File: config.mk
export PLATFORM = sky130hd
export DESIGN_NAME = xor_descrambler
export DESIGN_NICKNAME = d
export VERILOG_FILES = /design/src/rtl/xor_descrambler.sv
export SDC_FILE = /design/constraint.sdc
export NUM_CORES = 1
export LEC_CHECK = 0
export CORE_ASPECT_RATIO = 1.75
export CORE_MARGIN = 4
export CORE_UTILIZATION = 30
export CTS_CLUSTER_SIZE = 30
export DETAILED_ROUTE_END_ITERATION = 12
export GPL_ROUTABILITY_DRIVEN = 0
export SLEW_MARGIN = 10
export SYNTH_ARGS = -nofsm -noshare
export SYNTH_HDL_FRONTEND = slang
export SYNTH_SLANG_ARGS = --single-unit
File: constraint.sdc
create_clock -name i_clk -period 1.4 [get_ports i_clk]
set_input_delay 0.28 -clock i_clk [delete_from_list [all_inputs] [get_ports i_clk]]
set_output_delay 0.28 -clock i_clk [all_outputs]
set_load 0.05 [all_outputs]
File: src/rtl/xor_descrambler.sv
// Self-synchronizing multiplicative descrambler: received scrambled bits feed the shift register,
// so the descrambler locks onto any scrambler state after LFSR_LEN bits.
module xor_descrambler #(
    parameter int unsigned WIDTH    = 8,
    parameter int unsigned LFSR_LEN = 7,
    parameter int unsigned TAP      = 6
) (
    input  logic             i_clk,
    input  logic             i_rst,
    input  logic             i_flush,
    input  logic [WIDTH-1:0] i_in_data,
    input  logic             i_in_valid,
    output logic             o_in_ready,
    output logic [WIDTH-1:0] o_out_data,
    output logic             o_out_valid,
    input  logic             i_out_ready,
    output logic             o_locked
);

    localparam int unsigned BcWidth = $clog2(LFSR_LEN + 1);
    localparam logic [BcWidth-1:0] BcFull = BcWidth'(LFSR_LEN);

    logic [LFSR_LEN-1:0] r_state;
    logic [LFSR_LEN-1:0] w_state_next;
    logic [BcWidth-1:0]  r_bc;
    logic [BcWidth-1:0]  w_bc_next;
    logic [31:0]         w_bc_sum;
    logic [WIDTH-1:0]    r_out_data;
    logic [WIDTH-1:0]    w_out_data_next;
    logic                r_out_valid;
    logic                r_locked;
    logic                w_accept;

    // Ready never looks at i_in_valid, so upstream may wait on it without a loop.
    assign o_in_ready = !i_flush && (!r_out_valid || i_out_ready);
    assign w_accept   = i_in_valid && o_in_ready;

    // Bit-serial recurrence unrolled across the word; bit 0 is oldest on the line.
    always_comb begin : descramble
        logic [LFSR_LEN-1:0] v_s;
        v_s             = r_state;
        w_out_data_next = '0;
        for (int i = 0; i < int'(WIDTH); i++) begin
            w_out_data_next[i] = i_in_data[i] ^ v_s[TAP-1] ^ v_s[LFSR_LEN-1];
            v_s                = {v_s[LFSR_LEN-2:0], i_in_data[i]};
        end
        w_state_next = v_s;
    end

    assign w_bc_sum  = 32'(r_bc) + WIDTH;
    assign w_bc_next = (w_bc_sum >= LFSR_LEN) ? BcFull : BcWidth'(w_bc_sum);

    always_ff @(posedge i_clk) begin
        if (i_rst) begin
            r_state  <= '0;
            r_bc     <= '0;
            r_locked <= 1'b0;
        end else if (i_flush) begin
            r_state  <= '0;
            r_bc     <= '0;
            r_locked <= 1'b0;
        end else if (w_accept) begin
            r_state  <= w_state_next;
            r_bc     <= w_bc_next;
            r_locked <= (w_bc_next == BcFull);
        end
    end

    // Output stage is untouched by flush so a pending word still drains.
    always_ff @(posedge i_clk) begin
        if (i_rst) begin
            r_out_data  <= '0;
            r_out_valid <= 1'b0;
        end else if (w_accept) begin
            r_out_data  <= w_out_data_next;
            r_out_valid <= 1'b1;
        end else if (i_out_ready) begin
            r_out_valid <= 1'b0;
        end
    end

    assign o_out_data  = r_out_data;
    assign o_out_valid = r_out_valid;
    assign o_locked    = r_locked;

endmodule

==> results of run 1 <==
==> cell usage in the layout, fill, tap and decap left out <==
master and instances:
a21oi_1 17, dfxtp_1 16, nand3_1 15, o21ai_0 14, buf_12 12, clkdlybuf4s50_1 10
xor3_1 8, buf_4 7, clkbuf_8 3, nand2b_1 2, dlygate4sd2_1 2, and2b_4 1
nor2_4 1, nor2b_1 1, o21ai_1 1, or2_1 1, nor2_1 1, clkbuf_1 1
dfxtp_2 1
==> report_power, final <==
part           switching, uW  internal (uW)
Sequential              20.3            504
Combinational            134            163
Clock                    160            202
==> worst max-delay path, delay by kind of cell (launching register included) <==
family / cells / cell delay (ns)
buf+inv: 1 / 0.14
flops: 1 / 0.34
simple gates: 2 / 0.30
==> routing by layer <==
layer	vias to the layer above	share of wire, %
li1	362	-
met2	25	55
met5	-	0
met1	355	38
met4	0	1.3
met3	4	5.3
==> cells in the mapped netlist <==
master / number / area (um2)
clkbuf_2: 1 / 5.00
buf_4: 1 / 7.51
nand3_1: 15 / 75.1
or2_1: 1 / 6.26
a21oi_1: 17 / 85.1
o21ai_1: 1 / 5.00
clkbuf_1: 1 / 3.75
buf_2: 5 / 25.0
nor2b_1: 1 / 6.26
o21ai_0: 14 / 70.1
nor2_1: 2 / 7.51
dfxtp_1: 17 / 340
and2b_1: 1 / 7.51
xor3_1: 8 / 190
nand2b_1: 2 / 12.5
==> final cells by class <==
cell class                 count  area [um2]  share of cell area (%)
multi-input combinational     62         475                    36.4
timing repair buffer          31         410                    31.4
sequential                    17         342                    26.1
clock buffer                   4        45.0                    3.45
tap                           27        33.8                    2.59
==> through the flow <==
stage | worst slack, ns | total power (uW) | TNS [ns]
final | 0.0909 | 1180 | 0
after global routing | 0.0465 | 1240 | 0
after CTS | 0.0755 | 1200 | 0
after detailed placement | -0.229 | 833 | -2.45
after global placement | -0.196 | 830 | -2.13
after floorplan | 0.0356 | 683 | 0
==> worst min path at each step <==
| stage | cells past startpoint | startpoint | slack [ns] | end |
|---|---|---|---|---|
| 2_1_floorplan | 2 | i_in_data[7] | 0.43 | r_state[0] |
| 3_3_place_gp | 2 | r_state[6] | 0.46 | r_state[6] |
| 3_5_place_dp | 2 | r_state[6] | 0.47 | r_state[6] |
| 4_1_cts | 2 | r_state[6] | 0.49 | r_state[6] |
| 5_1_grt | 2 | o_out_data[6] | 0.54 | o_out_data[6] |
| 6_report | 2 | r_state[6] | 0.50 | r_state[6] |
==> cell families (layout without fill, tap and decap cells) <==
kind of cell | count (synthesis) | in the layout | share of synthesized area, %
XOR/XNOR | 8 | 8 | 22.5
flip-flops | 17 | 17 | 40.2
AND/OR/NAND/NOR | 22 | 22 | 13.6
AO/OA/AOI/OAI | 32 | 32 | 18.9
buffers and inverters | 8 | 35 | 4.87
==> sequential cells by signal, summed over array words and instances (netlist names) <==
signal and flops:
r_state 7, o_out_data 8, o_out_valid 1, o_locked 1
==> impl_metrics.csv, run 1 <==
group,metric,value,unit
floorplan,start_util,31.1,%
timing,fmax,764,MHz
clock_network,cts_buffers,3,
route,ant_nets,0,
place,io_buffers,23,
clock_network,cts_tree,"yes",
route,firstDrtPassIters,4,
clock_network,clk_latency,0.25,ns
place,placed_area,1260,um2
timing,grt_setup_unrepaired,"false",
finish,area_growth,54.2,%
setup_path,path_cells,"and2b_4 -> nor2_4 -> buf_12",
timing,tightest_slew,0.309,ns
synth,synth_nets,100,
clock_network,root_buffer,"clkbuf_8",
global_routing,grt_util_all_layers,13.0,%
place,place_inst,137,
route,wl_per_cell,14.8,um
setup_path,crit_path_start_kind,"flip-flop",
floorplan,io_pins,24,
setup_path,max_stage_delay,0.34,ns
global_routing,grt_pass1_vias,768,
clock_network,cts_setup_buffers,0,
setup_path,slowest_stage,"dfxtp_2",
floorplan,die_y,78.3,um
timing,final_max_slew_viol_count,0,
clock_network,cts.path.max_buffers,2,
setup_path,endpoint,"o_in_ready",
synth,ys.warnings.count,0,
clock_network,cts_num_sinks,17,
global_routing,grt_max_degree,18,
job,max_cap_viol_count,0,
setup_path,r2r-start,"o_out_valid",
floorplan,die_area,3770,um2
setup_path,rr_worst_depth,4,
synth,netlist_instances,87,
synth,syn_area_per_cell,9.74,um2
route,routed_wl,2090,um
finish,n_antenna_cell,0,
setup_path,path_class,"flip-flop to output pin",
place,post-dp-hpwl,1580,um
setup_path,cp.arrival,1.03,ns
timing,fin_skew,0.00527,ns
finish,nets,128,
route,drt_iter0_drc,13,
pwr,power.density,906,nW/um2
timing,fin_crit_sh,93.5,%
pwr,p_leak,0.000504,uW
global_routing,grtUsageMet1,15.9,%
finish,layout-drive-gt1-share,21.9,%
global_routing,grt_use_met3,2.52,%
timing,hold_violations,0,
finish,final_util,48.0,%
clock_network,post_cts_resized,4,
global_routing,met2_usage,20.9,%
global_routing,antenna_found_initial,0,
timing,fin_crit,1.31,ns
synth,ys_seq_area_share,40.2,%
hold_path,holdCritPathClass,"flip-flop to flip-flop",
synth,synth_seq_cells,17,
synth,synth.distinct_cells,15,
global_routing,gr-total-overflow,0,
timing,hold_slack,0.498,ns
global_routing,grt_pass1_wl,3640,um
timing,setup_viol,0,
setup_path,required,1.12,ns
status,status,"completed",
floorplan,dieWidth,48.2,um
setup_path,cp-startpoint,"o_out_valid",
floorplan,rows,25,
setup_path,r2r-end,"o_out_data[7]",
setup_path,end_kind,"output pin",
clock_network,h-tree-depth,1,
synth,syn_area,847,um2
setup_path,path_max_fanout,7,
route,drc_errors,0,
finish,final_area,1310,um2
finish,stdcell_count,141,
floorplan,core,2720,um2
clock_network,cts.clk_slew.worst_paths,0.06,ns
route,via_per_inst,5.29,
clock_network,holdBufCountCts,0,
global_routing,top_usage_layer,"met2",
pwr,ir_drop,0.000602,V
finish,fill_cells,273,
timing,slew-limit-headroom,79.4,%
setup_path,r2r_slack,0.31,ns
route,vias,746,
(Power assumes the default switching activity.)
==> inputs of run 2 (changes only) <==
--- a/config.mk
+++ b/config.mk
@@ -5,12 +5,12 @@
 export SDC_FILE = /design/constraint.sdc
 export NUM_CORES = 1
 export LEC_CHECK = 0
-export CORE_ASPECT_RATIO = 1.75
 export CORE_MARGIN = 4
-export CORE_UTILIZATION = 30
+export CORE_UTILIZATION = 45
 export CTS_CLUSTER_SIZE = 30
 export DETAILED_ROUTE_END_ITERATION = 12
 export GPL_ROUTABILITY_DRIVEN = 0
+export PLACE_DENSITY = 0.76
 export SLEW_MARGIN = 10
 export SYNTH_ARGS = -nofsm -noshare
 export SYNTH_HDL_FRONTEND = slang
==> run 2 against run 1 <==
The run now ends with setup timing left. Routed wire length fell by 1.7%. Power fell by 7.9%. Critical path depth did not move. Clock power fell by 27%. Worst setup slack got worse by 0.092 ns. Combinational power rose by 3%. Sequential share of layout area barely moved. Core utilization rose by 27 points.
==> impl_metrics.csv, run 2 (same netlist as run 1, synthesis figures left out) <==
group,metric,value,unit
setup_path,path_max_fanout,2,
timing,setup_viol,1,
floorplan,die_y,51.4,um
setup_path,path_class,"flip-flop to output pin",
route,wl_per_cell,14.4,um
place,dp_slack,-0.184,ns
route,drt_iter0_drc,20,
global_routing,grt_max_degree,18,
route,firstDrtPassIters,4,
floorplan,rows,15,
timing,tightest_slew,0.279,ns
finish,final_cell_mix,"a21oi_1 (17), dfxtp_1 (16), nand3_1 (15), o21ai_0 (14), buf_12 (12)",
pwr,p_leak,0.000518,uW
setup_path,end_kind,"output pin",
route,routed_wl,2060,um
clock_network,root_buffer,"clkbuf_4",
setup_path,required,1.12,ns
finish,layout-drive-gt1-share,24.6,%
timing,fin_skew,0.0116,ns
hold_path,worstHoldPathCells,2,
pwr,ir_drop,0.000708,V
pwr,power.density,827,nW/um2
finish,area_growth,55.4,%
hold_path,holdCritPathClass,"flip-flop to flip-flop",
clock_network,cts_tree,"yes",
clock_network,h-tree-depth,1,
floorplan,dieWidth,51.4,um
route,ant_nets,0,
timing,slew-limit-headroom,81.4,%
global_routing,antenna_found_initial,0,
timing,fmax,713,MHz
timing,hold_slack,0.522,ns
timing,layout_setup_ws,-0.00156,ns
finish,n_antenna_cell,0,
timing,grt_setup_unrepaired,"true",
timing,hold_violations,0,
route,drc_errors,0,
timing,fin_crit,1.40,ns
place,post-dp-hpwl,1430,um
finish,final_area,1320,um2
setup_path,rr_worst_depth,5,
global_routing,grt_pass1_vias,726,
finish,final_common_cell,"a21oi_1",
timing,fin_crit_sh,100,%
route,via_per_inst,5.22,
finish,final_util,74.6,%
floorplan,die_area,2640,um2
clock_network,clk_latency,0.30,ns
floorplan,io_pins,24,
timing,final_max_slew_viol_count,0,
finish,largest_reg_flops,8,
global_routing,grt_pass1_wl,3240,um
finish,fill_cells,144,
floorplan,start_util,48.0,%
global_routing,grt_util_all_layers,16.9,%
job,max_cap_viol_count,0,
clock_network,cts_buffers,3,
status,status,"complete, but fails checks",
clock_network,cts_num_sinks,17,
place,io_buffers,23,
place,placed_area,1270,um2
route,vias,746,
global_routing,gr-total-overflow,0,
setup_path,cp.arrival,1.12,ns
finish,nets,132,
clock_network,cts.path.max_buffers,2,
clock_network,cts.clk_slew.worst_paths,0.10,ns
setup_path,crit_path_start_kind,"flip-flop",
status,violations,"setup timing",
floorplan,core,1760,um2
## run 2: cell type report
class                   instances  area, um2  area share (%)
well taps                      25       31.3            2.38
multi-input cells              62        474            36.0
clock buffers                   4       26.3            2.00
repair buffers                 35        440            33.5
flip-flops and latches         17        344            26.1
## run 2: path summary, 6_finish.rpt
| check | end | from | slack (ns) |
|---|---|---|---|
| worst min-delay path | r_state[2] | r_state[2] | 0.52 |
| worst min register to register | r_state[2] | r_state[2] | 0.52 |
| worst max-delay path | o_in_ready | o_out_valid | -0.002 |
| worst max register to register | o_out_data[3] | o_out_valid | 0.15 |
## run 2: critical path, stage by stage, from the launching register on
cell and delay, ns:
dfxtp_4 0.35, and2b_2 0.22, nor2_4 0.11, buf_12 0.14
## run 2: power breakdown
group	switching (uW)	internal, uW
logic	137	168
clock network	152	111
registers	19.6	502
total	308	781
## run 2: metal layers
layer  routed length [um]  global-route usage [%]  vias up
met4                   24                    7.86        0
met1                  918                    21.6      347
met3                  142                    4.96        4
met2                  971                    26.1       24
met5                    0                       0        -
li1                     -                       -      371
## run 2: metrics by stage
| stage | instances | total power (uW) | TNS [ns] |
|---|---|---|---|
| 2_1_floorplan | 87 | 683 | 0 |
| 3_3_place_gp | 137 | 831 | -1.61 |
| 4_1_cts | 143 | 1090 | 0 |
| 6_report | 143 | 1090 | -0.00156 |
| 5_1_grt | 143 | 1140 | -0.0316 |
| 3_5_place_dp | 137 | 834 | -2.54 |
## run 2: repair_timing
item / in CTS / in global routing
resized for setup: 4 / 0
hold endpoints to repair: 0 / 0
setup endpoints to repair: 1 / 1
buffers inserted: 2 / 0
hold buffers: 0 / 0
pin swaps: 1 / 0
==> inputs of run 3 (changes only) <==
--- a/config.mk
+++ b/config.mk
@@ -7,10 +7,13 @@
 export LEC_CHECK = 0
 export CORE_MARGIN = 4
 export CORE_UTILIZATION = 45
+export CTS_CLUSTER_DIAMETER = 30
 export CTS_CLUSTER_SIZE = 30
 export DETAILED_ROUTE_END_ITERATION = 12
 export GPL_ROUTABILITY_DRIVEN = 0
+export MAX_ROUTING_LAYER = met4
 export PLACE_DENSITY = 0.76
+export RECOVER_POWER = 25
 export SLEW_MARGIN = 10
 export SYNTH_ARGS = -nofsm -noshare
 export SYNTH_HDL_FRONTEND = slang
==> run 3 against run 2 <==
The flow now finishes without violations. Non-clock buffer count is the same. Via count grew 0.27%. Clock skew shrank 0.0029 ns. Die area unchanged. Register-to-register slack barely moved. Power fell by 2.4%. Maximum frequency rose by 0.31%. Critical path depth stayed put. Count of clock-buffer cells in the layout unchanged. Worst setup slack better by 0.0043 ns.
==> impl_metrics.csv, run 3 (same netlist as run 1, synthesis figures left out) <==
group,metric,value,unit
clock_network,cts_num_sinks,17,
route,routed_wl,2060,um
timing,hold_violations,0,
floorplan,dieWidth,51.4,um
setup_path,cp_num_buf_inv,1,
setup_path,path_cells,"and2b_2 -> nor2_4 -> buf_12",
hold_path,worstHoldPathCells,2,
finish,stdcell_count,143,
clock_network,cts_buffers,3,
setup_path,required,1.12,ns
clock_network,cts.path.max_buffers,2,
place,post-dp-hpwl,1430,um
route,firstDrtPassIters,4,
floorplan,die_y,51.4,um
finish,layout-drive-gt1-share,24.6,%
timing,layout_setup_ws,0.00274,ns
clock_network,root_buffer,"clkbuf_4",
route,via_per_inst,5.23,
status,status,"completed",
finish,register_area,344,um2
floorplan,io_pins,24,
route,drc_errors,0,
finish,multi_input_area,474,um2
setup_path,end_kind,"output pin",
pwr,finalPower,1060,uW
pwr,power.density,856,nW/um2
route,vias,748,
global_routing,gr-total-overflow,0,
timing,setup_viol,0,
timing,final_max_slew_viol_count,0,
clock_network,h-tree-depth,1,
finish,fill_cells,154,
floorplan,die_area,2640,um2
setup_path,path_class,"flip-flop to output pin",
place,dp_slack,-0.184,ns
pwr,p_leak,0.000496,uW
finish,final_cell_mix,"a21oi_1 (17), dfxtp_1 (16), nand3_1 (15), o21ai_0 (14), buf_4 (11)",
setup_path,cp.arrival,1.12,ns
route,drt_iter0_drc,17,
global_routing,antenna_found_initial,0,
timing,fin_crit_sh,99.8,%
route,wl_per_cell,14.4,um
setup_path,rr_worst_depth,5,
setup_path,slowest_stage,"dfxtp_4",
timing,tightest_slew,0.318,ns
setup_path,crit_cells,3,
hold_path,holdCritPathClass,"flip-flop to flip-flop",
global_routing,grt_pass1_wl,3220,um
setup_path,crit_path_start_kind,"flip-flop",
finish,final_common_cell,"a21oi_1",
finish,nets,132,
place,io_buffers,23,
finish,n_antenna_cell,0,
timing,fin_skew,0.00865,ns
timing,fmax,716,MHz
setup_path,max_stage_delay,0.35,ns
finish,area_growth,46.5,%
global_routing,grt_pass1_vias,729,
timing,slew-limit-headroom,78.8,%
clock_network,cts.clk_slew.worst_paths,0.10,ns
timing,fin_crit,1.40,ns
clock_network,clk_latency,0.30,ns
timing,grt_setup_unrepaired,"true",
pwr,ir_drop,0.000691,V
place,place_inst,137,
floorplan,core,1760,um2
global_routing,grt_max_degree,18,
floorplan,rows,15,
floorplan,start_util,48.0,%
job,max_cap_viol_count,0,
global_routing,grt_util_all_layers,17.3,%
route,ant_nets,0,
setup_path,cpLargestDelayFamily,"flip-flops",
setup_path,path_max_fanout,2,
clock_network,cts_tree,"yes",
finish,largest_reg_flops,8,
[run 3: worst register-to-register path, cell delays in order, from the launching register on]
cell	delay, ns
dfxtp_4	0.35
and2b_2	0.22
buf_4	0.14
buf_4	0.15
o21ai_0	0.18
a21oi_1	0.10
[run 3: repair_timing]
item,4_1_cts,5_1_grt
hold buffers,0,0
pin swaps,1,0
endpoints found under the setup margin,1,1
resized for setup,4,0
buffers inserted,2,0
[run 3: where the power goes]
part / internal, uW / switching [uW] / leakage, uW
logic: 147 / 136 / 0.000342
clock network: 111 / 149 / 0.0000150
registers: 502 / 16.5 / 0.000139
[run 3: worst paths after layout]
path / start / to / slack [ns]
max reg2reg: o_out_valid / r_state[6] / 0.15
min reg2reg: o_out_data[6] / o_out_data[6] / 0.49
max: o_out_valid / o_in_ready / 0.003
min: o_out_data[6] / o_out_data[6] / 0.49
[run 3: through the flow]
| step | hold WS (ns) | instance area, um2 | util, % | setup TNS [ns] |
|---|---|---|---|---|
| 2_1_floorplan | 0.428 | 856 | - | 0 |
| 6_report | 0.493 | 1240 | 70.4 | 0 |
| 4_1_cts | 0.517 | 1320 | 74.6 | 0 |
| 3_3_place_gp | 0.463 | 1270 | 72.2 | -1.61 |
| 5_1_grt | 0.522 | 1240 | 70.4 | -0.0269 |
| 3_5_place_dp | 0.501 | 1270 | 72.2 | -2.54 |
[run 3: final cells by class]
cell class / count / share of cell area [%]
flip-flops and latches: 17 / 27.7
multi-input cells: 62 / 38.2
repair buffers: 35 / 29.4
well taps: 25 / 2.52
clock buffers: 4 / 2.12
[run 3: per-layer routing]
layer | vias up | part of all wire, % | track usage [%]
met2 | 26 | 48 | 26.3
met1 | 346 | 44 | 21.4
li1 | 372 | - | -
met4 | 0 | 1.2 | 7.86
met3 | 4 | 7.1 | 4.37
met5 | - | 0 | -
